**src/rtl/matriz_pkg.sv**
```systemverilog
// Shared constants, opcodes and element helpers for the 5x5 matrix ALU.
// Elements are packed row-major: element k = r*ORDEM+c at bits [LARGURA*k +: LARGURA].
package matriz_pkg;

    localparam int ORDEM    = 5;
    localparam int LARGURA  = 9;
    localparam int NUM_ELEM = ORDEM * ORDEM;
    localparam int ACC_LARG = 21;
    localparam int MAT_LARG = NUM_ELEM * LARGURA;
    localparam int IDX_LARG = 5;
    localparam int CNT_LARG = 3;

    localparam logic [2:0] OP_SOMA     = 3'b000;
    localparam logic [2:0] OP_SUB      = 3'b001;
    localparam logic [2:0] OP_MULT     = 3'b010;
    localparam logic [2:0] OP_ESCALAR  = 3'b011;
    localparam logic [2:0] OP_TRANSP   = 3'b100;
    localparam logic [2:0] OP_OPOSTA   = 3'b101;

    localparam logic signed [ACC_LARG-1:0] SAT_MAX = 21'sd255;
    localparam logic signed [ACC_LARG-1:0] SAT_MIN = -21'sd256;

    typedef enum logic [1:0] {
        OCIOSO = 2'd0,
        EXEC   = 2'd1,
        FIM    = 2'd2
    } estado_t;

    function automatic logic [IDX_LARG-1:0] pos(input logic [CNT_LARG-1:0] lin,
                                                input logic [CNT_LARG-1:0] col);
        return IDX_LARG'(int'(lin) * ORDEM + int'(col));
    endfunction

    function automatic logic signed [LARGURA-1:0] elem(input logic [MAT_LARG-1:0] m,
                                                       input logic [IDX_LARG-1:0] idx);
        return m[int'(idx)*LARGURA +: LARGURA];
    endfunction

endpackage

```
**src/rtl/mac_saturado.sv**
```systemverilog
// 21-bit accumulator whose combinational output is sat(acc + termo) to 9 bits.
// With clr held the unit degenerates to a plain saturator for element-wise ops.
module mac_saturado
    import matriz_pkg::*;
(
    input  logic                       clk_i,
    input  logic                       rst_i,
    input  logic                       clr_i,
    input  logic                       acc_en_i,
    input  logic signed [ACC_LARG-1:0] termo_i,
    output logic signed [LARGURA-1:0]  valor_o,
    output logic                       sat_o
);

    logic signed [ACC_LARG-1:0] acc_q;
    logic signed [ACC_LARG-1:0] acc_d;
    logic signed [ACC_LARG-1:0] soma;

    always_comb begin
        soma  = acc_q + termo_i;
        acc_d = acc_q;
        if (clr_i)
            acc_d = '0;
        else if (acc_en_i)
            acc_d = soma;
    end

    always_ff @(posedge clk_i) begin
        if (rst_i)
            acc_q <= '0;
        else
            acc_q <= acc_d;
    end

    always_comb begin
        sat_o   = 1'b0;
        valor_o = soma[LARGURA-1:0];
        if (soma > SAT_MAX) begin
            sat_o   = 1'b1;
            valor_o = SAT_MAX[LARGURA-1:0];
        end else if (soma < SAT_MIN) begin
            sat_o   = 1'b1;
            valor_o = SAT_MIN[LARGURA-1:0];
        end
    end

endmodule

```
**src/rtl/ula_matriz.sv**
```systemverilog
// Sequential 5x5 matrix ALU: one element (or one MAC step) per cycle, start/pronto handshake.
// Results and the sticky overflow are published together in FIM.
module ula_matriz #(
    parameter int ORDEM   = 5,
    parameter int LARGURA = 9
) (
    input  logic                             clk,
    input  logic                             reset,
    input  logic                             start,
    input  logic [2:0]                       opcode,
    input  logic [LARGURA-1:0]               escalar,
    input  logic [ORDEM*ORDEM*LARGURA-1:0]   matriz1,
    input  logic [ORDEM*ORDEM*LARGURA-1:0]   matriz2,
    output logic [ORDEM*ORDEM*LARGURA-1:0]   matriz_resultante,
    output logic                             pronto,
    output logic                             ocupado,
    output logic                             overflow
);
    import matriz_pkg::*;

    estado_t                    estado_q;
    logic [MAT_LARG-1:0]        a_q, b_q, res_q, saida_q;
    logic [2:0]                 op_q;
    logic signed [LARGURA-1:0]  esc_q;
    logic [IDX_LARG-1:0]        k_q;
    logic [CNT_LARG-1:0]        lin_q, col_q, j_q;
    logic [CNT_LARG-1:0]        lin_d, col_d;
    logic                       ovf_q, pronto_q, ocupado_q, overflow_q;

    logic signed [LARGURA-1:0]  a_el, b_el, a_tr, mul_a, mul_b;
    logic signed [17:0]         prod;
    logic signed [9:0]          soma10, dif10, neg10;
    logic signed [ACC_LARG-1:0] termo;
    logic signed [LARGURA-1:0]  mac_valor;
    logic                       mac_sat, mac_en, mac_clr, ultimo_j, ultimo_k;

    // One shared multiplier: MAC operands for the product, A[k]*escalar otherwise.
    always_comb begin
        a_el   = elem(a_q, pos(lin_q, col_q));
        b_el   = elem(b_q, pos(lin_q, col_q));
        a_tr   = elem(a_q, pos(col_q, lin_q));
        mul_a  = (op_q == OP_MULT) ? elem(a_q, pos(lin_q, j_q)) : a_el;
        mul_b  = (op_q == OP_MULT) ? elem(b_q, pos(j_q, col_q)) : esc_q;
        prod   = mul_a * mul_b;
        soma10 = {a_el[LARGURA-1], a_el} + {b_el[LARGURA-1], b_el};
        dif10  = {a_el[LARGURA-1], a_el} - {b_el[LARGURA-1], b_el};
        neg10  = 10'sd0 - {a_el[LARGURA-1], a_el};
        case (op_q)
            OP_SOMA:    termo = ACC_LARG'(soma10);
            OP_SUB:     termo = ACC_LARG'(dif10);
            OP_MULT:    termo = ACC_LARG'(prod);
            OP_ESCALAR: termo = ACC_LARG'(prod);
            OP_TRANSP:  termo = ACC_LARG'(a_tr);
            OP_OPOSTA:  termo = ACC_LARG'(neg10);
            default:    termo = '0;
        endcase
    end

    always_comb begin
        mac_en   = (estado_q == EXEC) && (op_q == OP_MULT);
        ultimo_j = (op_q != OP_MULT) || (j_q == CNT_LARG'(ORDEM - 1));
        ultimo_k = (k_q == IDX_LARG'(NUM_ELEM - 1));
        mac_clr  = !mac_en || ultimo_j;
        if (col_q == CNT_LARG'(ORDEM - 1)) begin
            col_d = '0;
            lin_d = lin_q + 1'b1;
        end else begin
            col_d = col_q + 1'b1;
            lin_d = lin_q;
        end
    end

    mac_saturado u_mac (
        .clk_i    (clk),
        .rst_i    (reset),
        .clr_i    (mac_clr),
        .acc_en_i (mac_en),
        .termo_i  (termo),
        .valor_o  (mac_valor),
        .sat_o    (mac_sat)
    );

    always_ff @(posedge clk) begin
        if (reset) begin
            estado_q   <= OCIOSO;
            a_q        <= '0;
            b_q        <= '0;
            res_q      <= '0;
            saida_q    <= '0;
            op_q       <= '0;
            esc_q      <= '0;
            k_q        <= '0;
            lin_q      <= '0;
            col_q      <= '0;
            j_q        <= '0;
            ovf_q      <= 1'b0;
            pronto_q   <= 1'b0;
            ocupado_q  <= 1'b0;
            overflow_q <= 1'b0;
        end else begin
            pronto_q <= 1'b0;
            case (estado_q)
                OCIOSO: begin
                    if (start) begin
                        a_q        <= matriz1;
                        b_q        <= matriz2;
                        op_q       <= opcode;
                        esc_q      <= escalar;
                        k_q        <= '0;
                        lin_q      <= '0;
                        col_q      <= '0;
                        j_q        <= '0;
                        ovf_q      <= 1'b0;
                        overflow_q <= 1'b0;
                        ocupado_q  <= 1'b1;
                        estado_q   <= EXEC;
                    end
                end
                EXEC: begin
                    if (!ultimo_j) begin
                        j_q <= j_q + 1'b1;
                    end else begin
                        res_q[int'(k_q)*LARGURA +: LARGURA] <= mac_valor;
                        ovf_q <= ovf_q | mac_sat;
                        j_q   <= '0;
                        k_q   <= k_q + 1'b1;
                        lin_q <= lin_d;
                        col_q <= col_d;
                        if (ultimo_k)
                            estado_q <= FIM;
                    end
                end
                FIM: begin
                    saida_q    <= res_q;
                    overflow_q <= ovf_q;
                    pronto_q   <= 1'b1;
                    ocupado_q  <= 1'b0;
                    estado_q   <= OCIOSO;
                end
                default: estado_q <= OCIOSO;
            endcase
        end
    end

    assign matriz_resultante = saida_q;
    assign pronto            = pronto_q;
    assign ocupado           = ocupado_q;
    assign overflow          = overflow_q;

endmodule
```
**config.mk**
```make
export PLATFORM = sky130hd
export DESIGN_NAME = ula_matriz
export DESIGN_NICKNAME = d
export VERILOG_FILES = /design/src/rtl/matriz_pkg.sv /design/src/rtl/mac_saturado.sv /design/src/rtl/ula_matriz.sv
export SDC_FILE = /design/constraint.sdc
export NUM_CORES = 2
export LEC_CHECK = 0
export CAP_MARGIN = 40
export CORE_MARGIN = 1
export CORE_UTILIZATION = 40
export CTS_CLUSTER_SIZE = 30
export DETAILED_ROUTE_END_ITERATION = 16
export SETUP_SLACK_MARGIN = 0.1
export SKIP_LAST_GASP = 1
export SLEW_MARGIN = 20
export SYNTH_ARGS = -nofsm -noshare
export SYNTH_HDL_FRONTEND = slang
export SYNTH_SLANG_ARGS = --single-unit
```
**constraint.sdc**
```tcl
create_clock -name clk -period 15.5 [get_ports clk]
set_input_delay 3.875 -clock clk [delete_from_list [all_inputs] [get_ports clk]]
set_output_delay 3.875 -clock clk [all_outputs]
set_load 0.02 [all_outputs]
```
Word-level counts from Yosys, hierarchy flattened
Cells that the tools add are included.
W data, S select, Z words.
Word-level totals
  logic and storage cells: 111
  bits in registers: 953
Cells by class
  reduce and logical (&&, ||, !) cells: 17
  equal/unequal tests: 15
  $add $sub $neg: 13
  $mul: 9
  bitwise gates (word level): 1
  order comparisons: 2
  multiplexer cells: 31
  shift-type cells: 7
Operators with widths (number)
  $shiftx A225 B10 Y9: 5
  $bwmux W225: 1
  $shift A9 B33 Y225 const A: 1
  $shiftx A9 B33 Y225: 1
  $pmux W21 S5: 1
  $mul A5 B4 Y9 const B: 5
  $mux W9: 4
  $neg A9 Y33: 1
  $add A21 B21 Y21: 1
  $gt A21 B9 Y1 const B: 1
  $lt A21 B9 Y1 const B: 1
  $mul A9 B9 Y18: 1
  $mux W3: 6
  $pmux W3 S2: 3
  $add A5 B3 Y5: 3
  $mul A3 B3 Y5 const B: 3
  $eq A3 B3 Y1 const B: 4
  $add A9 B9 Y10: 1
  $mux W5: 2
  $pmux W5 S2: 1
  $sub A1 B9 Y10 const A: 1
  $sub A9 B9 Y10: 1
  $add A3 B1 Y3 const B: 3
  $reduce_and A2 Y1: 4
  other kinds (24): 40

Depth between registers and ports, before layout
  word-level depth: 14
  gate-level depth with buffers: 48
  gate-level depth less buffers: 43

Hierarchy
From an unflattened synthesis, not the netlist that was laid out.
Second synthesis, totals
  cell total of the unflattened synthesis: 5551
  area total of the unflattened synthesis: 47070.1 um^2
Modules (own cells, without submodules)
  ula_matriz: cells each 5283, sequential area each 18657.9 um^2, area each 45010.7 um^2, instances 1
  mac_saturado: cells each 268, sequential area each 420.4 um^2, area each 2059.5 um^2, instances 1

Worst setup path before layout
No wires, ideal clock.
  kind: flip-flop to flip-flop
  start point: register j_q[2]
  end point: register res_q[124]
  data required time: 15.419 ns
  period minus slack after synthesis: 11.321 ns
  setup time: 0.081 ns
  cell stages (with the launch flop): 41
  path buffers: 2
  setup slack: 4.179 ns
  data arrival time: 11.239 ns
  cell sequence: dfxtp_1 ha_1 ha_1 fa_1 xor2_1 nor4b_1 a21oi_1 nor2_1 a21oi_1 o21ai_1 nand2_1 fa_1 inv_1 fa_1 fa_1 fa_1 inv_1 fa_1 [... 5 more ...] o31ai_1 nand2b_1 a21oi_1 xor2_1 o21ai_0 ha_1 clkbuf_1 nand4_1 or3_1 o211ai_1 xnor2_1 or4_1 or3_1 or4_1 nand3_4 a21oi_4 buf_6 a211oi_2
Between the ends
  word-level cells in the longest chain between the ends: 13
RTL lines
  start: declaration: RTL line ula_matriz.sv:26  | logic [CNT_LARG-1:0] lin_q, col_q, j_q;
  start signal: assignment: RTL line ula_matriz.sv:121  | j_q <= j_q + 1'b1;
  $mul A3 B3 Y5: RTL line matriz_pkg.sv:31  | return IDX_LARG'(int'(lin) * ORDEM + int'(col));
  $add A5 B3 Y5: RTL line matriz_pkg.sv:31
  $mul A5 B4 Y9: RTL line matriz_pkg.sv:36  | return m[int'(idx)*LARGURA +: LARGURA];
  $shiftx A225 B10 Y9: RTL line matriz_pkg.sv:36
  $mux W9: RTL line ula_matriz.sv:43  | mul_b = (op_q == OP_MULT) ? elem(b_q, pos(j_q, col_q)) : esc_q;
  $mul A9 B9 Y18: RTL line ula_matriz.sv:44  | prod = mul_a * mul_b;
  $pmux W21 S5: RTL line ula_matriz.sv:48  | case (op_q)
  $add A21 B21 Y21: RTL line mac_saturado.sv:20  | soma = acc_q + termo_i;
  $lt A21 B9 Y1: RTL line mac_saturado.sv:41  | end else if (soma < SAT_MIN) begin
  $mux W9: RTL line mac_saturado.sv:41
  $mux W9: RTL line mac_saturado.sv:38  | if (soma > SAT_MAX) begin
  $shiftx A9 B33 Y225: RTL line ula_matriz.sv:123  | res_q[int'(k_q)*LARGURA +: LARGURA] <= mac_valor;
  $bwmux W225: RTL line ula_matriz.sv:123
  end signal: indexed assignment: RTL line ula_matriz.sv:123
  end: declaration: RTL line ula_matriz.sv:22  | logic [MAT_LARG-1:0] a_q, b_q, res_q, saida_q;
Parallel ways exist; a longest one is shown, timed or not.
A chain may end at the register's enable or synchronous reset.

Worst setup path after layout
  start point: register col_q[0]
  end point: register res_q[218]
Between the ends
  word-level cells in the longest chain between the ends: 12
RTL lines
  start: declaration: RTL line ula_matriz.sv:26
  start signal: assignment: RTL line ula_matriz.sv:128  | col_q <= col_d;
  $add A5 B4 Y5 / $add A5 B3 Y5 (equally long branches): RTL line matriz_pkg.sv:31
  $mul A5 B4 Y9: RTL line matriz_pkg.sv:36
  $shiftx A225 B10 Y9: RTL line matriz_pkg.sv:36
  $mux W9, on equally long branches: RTL line ula_matriz.sv:42, ula_matriz.sv:43
  $mul A9 B9 Y18: RTL line ula_matriz.sv:44
  $pmux W21 S5 (*): RTL line ula_matriz.sv:48
  $add A21 B21 Y21 (*): RTL line mac_saturado.sv:20
  $lt A21 B9 Y1: RTL line mac_saturado.sv:41
  $mux W9: RTL line mac_saturado.sv:41
  $mux W9 (*): RTL line mac_saturado.sv:38
  $shiftx A9 B33 Y225 (*): RTL line ula_matriz.sv:123
  $bwmux W225 (*): RTL line ula_matriz.sv:123
Mark *: on every way between the ends. The rest lies on a longest branch, timed or not.

==> reports/qor.csv <==
stage,metric,value,unit
power,Peak VDD IR,0.0000857,V
drt,Antenna Nets Post-Route,0,
yosys,Yosys warnings,0,
power,combinational power share,19.9,%
min_path,Hold Path End,res_q[69]$_SDFFE_PP0P_,
yosys,Synth top area share,40.6,%
outcome,status,completed,
power,Leak,21.0,nW
yosys,synth cell count leaders,"nand2_1, dfxtp_1, a21oi_1",
setup_path,crit-path most repeated cell,fa_1,
clocking,post-CTS resize count,0,
drt,DRC errors left,0,
final_layout,Reg area,19100,um2
drt,vias per cell,5.45,
setup_path,Top delay family on crit path,adder cells,
clocking,CTS Buf Count,103,
setup_path,crit path capture type,flop,
power,Net Sw Frac,29.4,%
final_layout,NumNets Final,6562,
yosys,number of synthesized flops with an enable pin,0,
min_path,Hold Crit Start,res_q[69]$_SDFFE_PP0P_,
placement,Place WS,3010,ps
timing,Final Max Tran Viols,0,
floorplan,io pins,693,
min_path,hold path depth,2,
yosys,Yosys cell types,67,
final_layout,Area Growth Syn to Fin,25.6,%
timing,Final Hold Fails,0,
timing,RSZ-0062 raised after global routing,false,
drt,drt first pass iters,8,
setup_path,"Max stage delay cell, worst path",fa_4,
clocking,Root Buffer Master,clkbuf_16,
setup_path,CP Data Required Time,16110,ps
timing,Max Fclk,79.9,MHz
setup_path,Worst Reg-to-Reg Cells,41,
clocking,H-tree depth,3,
clocking,clock buffer depth,3,
yosys,register area share after synthesis,40.6,%
grt,vias in the first global route,39600,
final_layout,multi-input logic area,26000,um2
placement,IO Port Bufs,692,
setup_path,critical setup path kind,flop to flop,
clocking,Sink Count,953,
grt,initial antenna violation count,15,
yosys,post-synth top area cell,dfxtp_1,
timing,Worst slew margin,18.5,%
setup_path,Worst R2R End,res_q[218]$_SDFFE_PP0P_,
clocking,clock latency on the worst-skew pair,700,ps
setup_path,Critical path buffers and inverters,6,
yosys,Synth Area per Inst,8.68,um2
timing,final setup TNS,0,ps
setup_path,reg2reg setup slack,2980,ps
setup_path,Startpoint Class,flop,
floorplan,# rows,125,
yosys,synthesized cell area,47000,um2
clocking,"CTS clk-pin slew, worst paths",60,ps
drt,initial drt markers,3362,
yosys,"top cells by area, synth","dfxtp_1, nand2_1, mux4_2",
yosys,Syn Inst Count,5412,
grt,global-route wire length before repair,243,mm
setup_path,worst r2r src,col_q[0]$_SDFFE_PP0P_,
yosys,main flop type after synthesis,dfxtp_1,
placement,gpl congestion,0.938,
power,sequential share of power,40.8,%
timing,final setup margin,2980,ps
clocking,# hold bufs at CTS,0,
power,Pint,0.00450,W
clocking,total setup buffers inserted after CTS,0,
grt,gr usage total,26.7,%
setup_path,Crit path depth,41,
drt,Vias,41000,
drt,DR WL/cell,21.5,um
timing,Setup-failing EPs final,0,
floorplan,Die Y-Extent,345,um
final_layout,Final Core Density,50.7,%
timing,post-route clock period utilization,80.8,%
power,Clock power frac,39.2,%
power,Power Dens Cells,108,nW/um2
yosys,most numerous cell in the Yosys netlist,nand2_1,
timing,Least-Margin Pin Slew,1220,ps
yosys,Synthesized Nets,6061,
final_layout,fraction of layout cells with a size suffix above 1,11.1,%
drt,final WL,162,mm
run,MaxCap Viol Count,0,
clocking,CTS tree,built,
floorplan,Die ar.,119000,um2
power,NetSw,0.00187,W
setup_path,Max stage delay on crit path,1110,ps
yosys,Synth Register Bits,953,
final_layout,# fillers,10900,
timing,post-layout min period,12520,ps
min_path,hold crit path type,flop to flop,
floorplan,Initial Util,40.4,%
timing,Fin Clk Skew,65.9,ps
grt,largest net degree at the start of global routing,227,
yosys,async set-reset flop share out of synthesis,0,%
placement,DP HPWL,119,mm
floorplan,DIE WIDTH,345,um
setup_path,CP Max Fanout,32,
setup_path,Critical Path AT,13120,ps
floorplan,core area,116000,um2
grt,grt ovf,0,
==> per-layer routing <==
layer | track usage (%) | part of all wire, % | vias up
li1 | - | - | 19500
met1 | 35.1 | 42 | 19800
met2 | 43.8 | 48 | 1401
met3 | 3.61 | 5.5 | 273
met4 | 11.6 | 4.2 | 0
met5 | 0 | 0 | -
==> through the flow <==
step / std cells / hold WS (ps) / total power, W / cell area, um2
after floorplan: 5412 / 430 / 0.00346 / 47000
after global placement: 7299 / 436 / 0.00387 / 54800
after detailed placement: 7325 / 442 / 0.00392 / 55400
after CTS: 7511 / 451 / 0.00641 / 58800
after global routing: 7531 / 465 / 0.00663 / 59000
final: 7531 / 448 / 0.00637 / 59000
==> layout by cell type (no fill, tap or decap), types with 10 or more instances in the layout <==
cell             netlist  layout
nor3_1                33      33
xnor2_1               47      42
o21ai_0               47      47
clkbuf_8               0      27
dfxtp_1              953     953
mux2i_1               26      26
a31oi_1               17      17
and2_1                44      44
o211ai_1              16      16
clkbuf_16              0     105
nor2_1               303     299
a211oi_2              96      96
buf_12                 0      12
buf_4                  3      65
nor2b_1               10      10
clkbuf_1             325      25
buf_16                 0      13
diode_2                0      13
a211oi_1              69      69
xor2_1                28      26
a21o_1                22      22
clkinv_2               0      12
mux4_2               256     256
nand2b_1              28      26
fa_1                  77      75
inv_1                110     110
clkdlybuf4s50_1        0     691
o21ai_1               77      77
nand2_1             1657    1657
nand3_1               43      43
ha_1                 107     103
a21oi_1              811     811
==> how the worst max path moves through the flow <==
stage / start / to
final: col_q[0]$_SDFFE_PP0P_ / res_q[218]$_SDFFE_PP0P_
after CTS: col_q[0]$_SDFFE_PP0P_ / res_q[218]$_SDFFE_PP0P_
after global placement: col_q[0]$_SDFFE_PP0P_ / res_q[218]$_SDFFE_PP0P_
after global routing: col_q[0]$_SDFFE_PP0P_ / res_q[218]$_SDFFE_PP0P_
after detailed placement: col_q[0]$_SDFFE_PP0P_ / res_q[218]$_SDFFE_PP0P_
after floorplan: j_q[2]$_SDFFE_PP0P_ / res_q[124]$_SDFFE_PP0P_
==> power groups by stage <==
stage	logic, W	registers, W	clock network (W)
2_1_floorplan	0.000834	0.00262	0
3_3_place_gp	0.00122	0.00265	0
3_5_place_dp	0.00126	0.00265	0
4_1_cts	0.00127	0.00260	0.00254
5_1_grt	0.00137	0.00261	0.00264
6_report	0.00127	0.00260	0.00250
==> registers in the layout (all words and copies together) (netlist names), 2 cells and up <==
signal,flops
res_q,225
b_q,225
a_q,225
esc_q,9
k_q,5
j_q,3
u_mac.acc_q,21
lin_q,3
op_q,3
matriz_resultante,225
col_q,3
estado_q,2
==> cells by family after synthesis <==
kind of cell	count (synthesis)	synth area share, %
buffers and inverters	505	4.39
and+or+nand+nor	2163	18.3
adders and majority gates	184	6.13
muxes	287	13.0
DFF	953	40.6
AOI/OAI and AO/OA	1244	16.2
xor gates and xnor gates	76	1.43
==> worst min-delay path, delay by kind of cell (launching register included) <==
kind | cells | cell delay [ps]
AO/OA/AOI/OAI | 1 | 50
flip-flops | 1 | 310
AND/OR/NAND/NOR | 1 | 50
==> cell type report <==
| class | count | share of cell area (%) |
|---|---|---|
| Antenna cell | 13 | 0.0552 |
| Timing Repair Buffer | 791 | 13.8 |
| Clock inverter | 29 | 0.601 |
| Clock buffer | 157 | 5.25 |
| Tap cell | 1524 | 3.23 |
| Sequential cell | 953 | 32.4 |
| Multi-Input combinational cell | 3954 | 44.0 |
| Inverter | 110 | 0.700 |
Note: power is estimated with default switching activity, not from simulation.
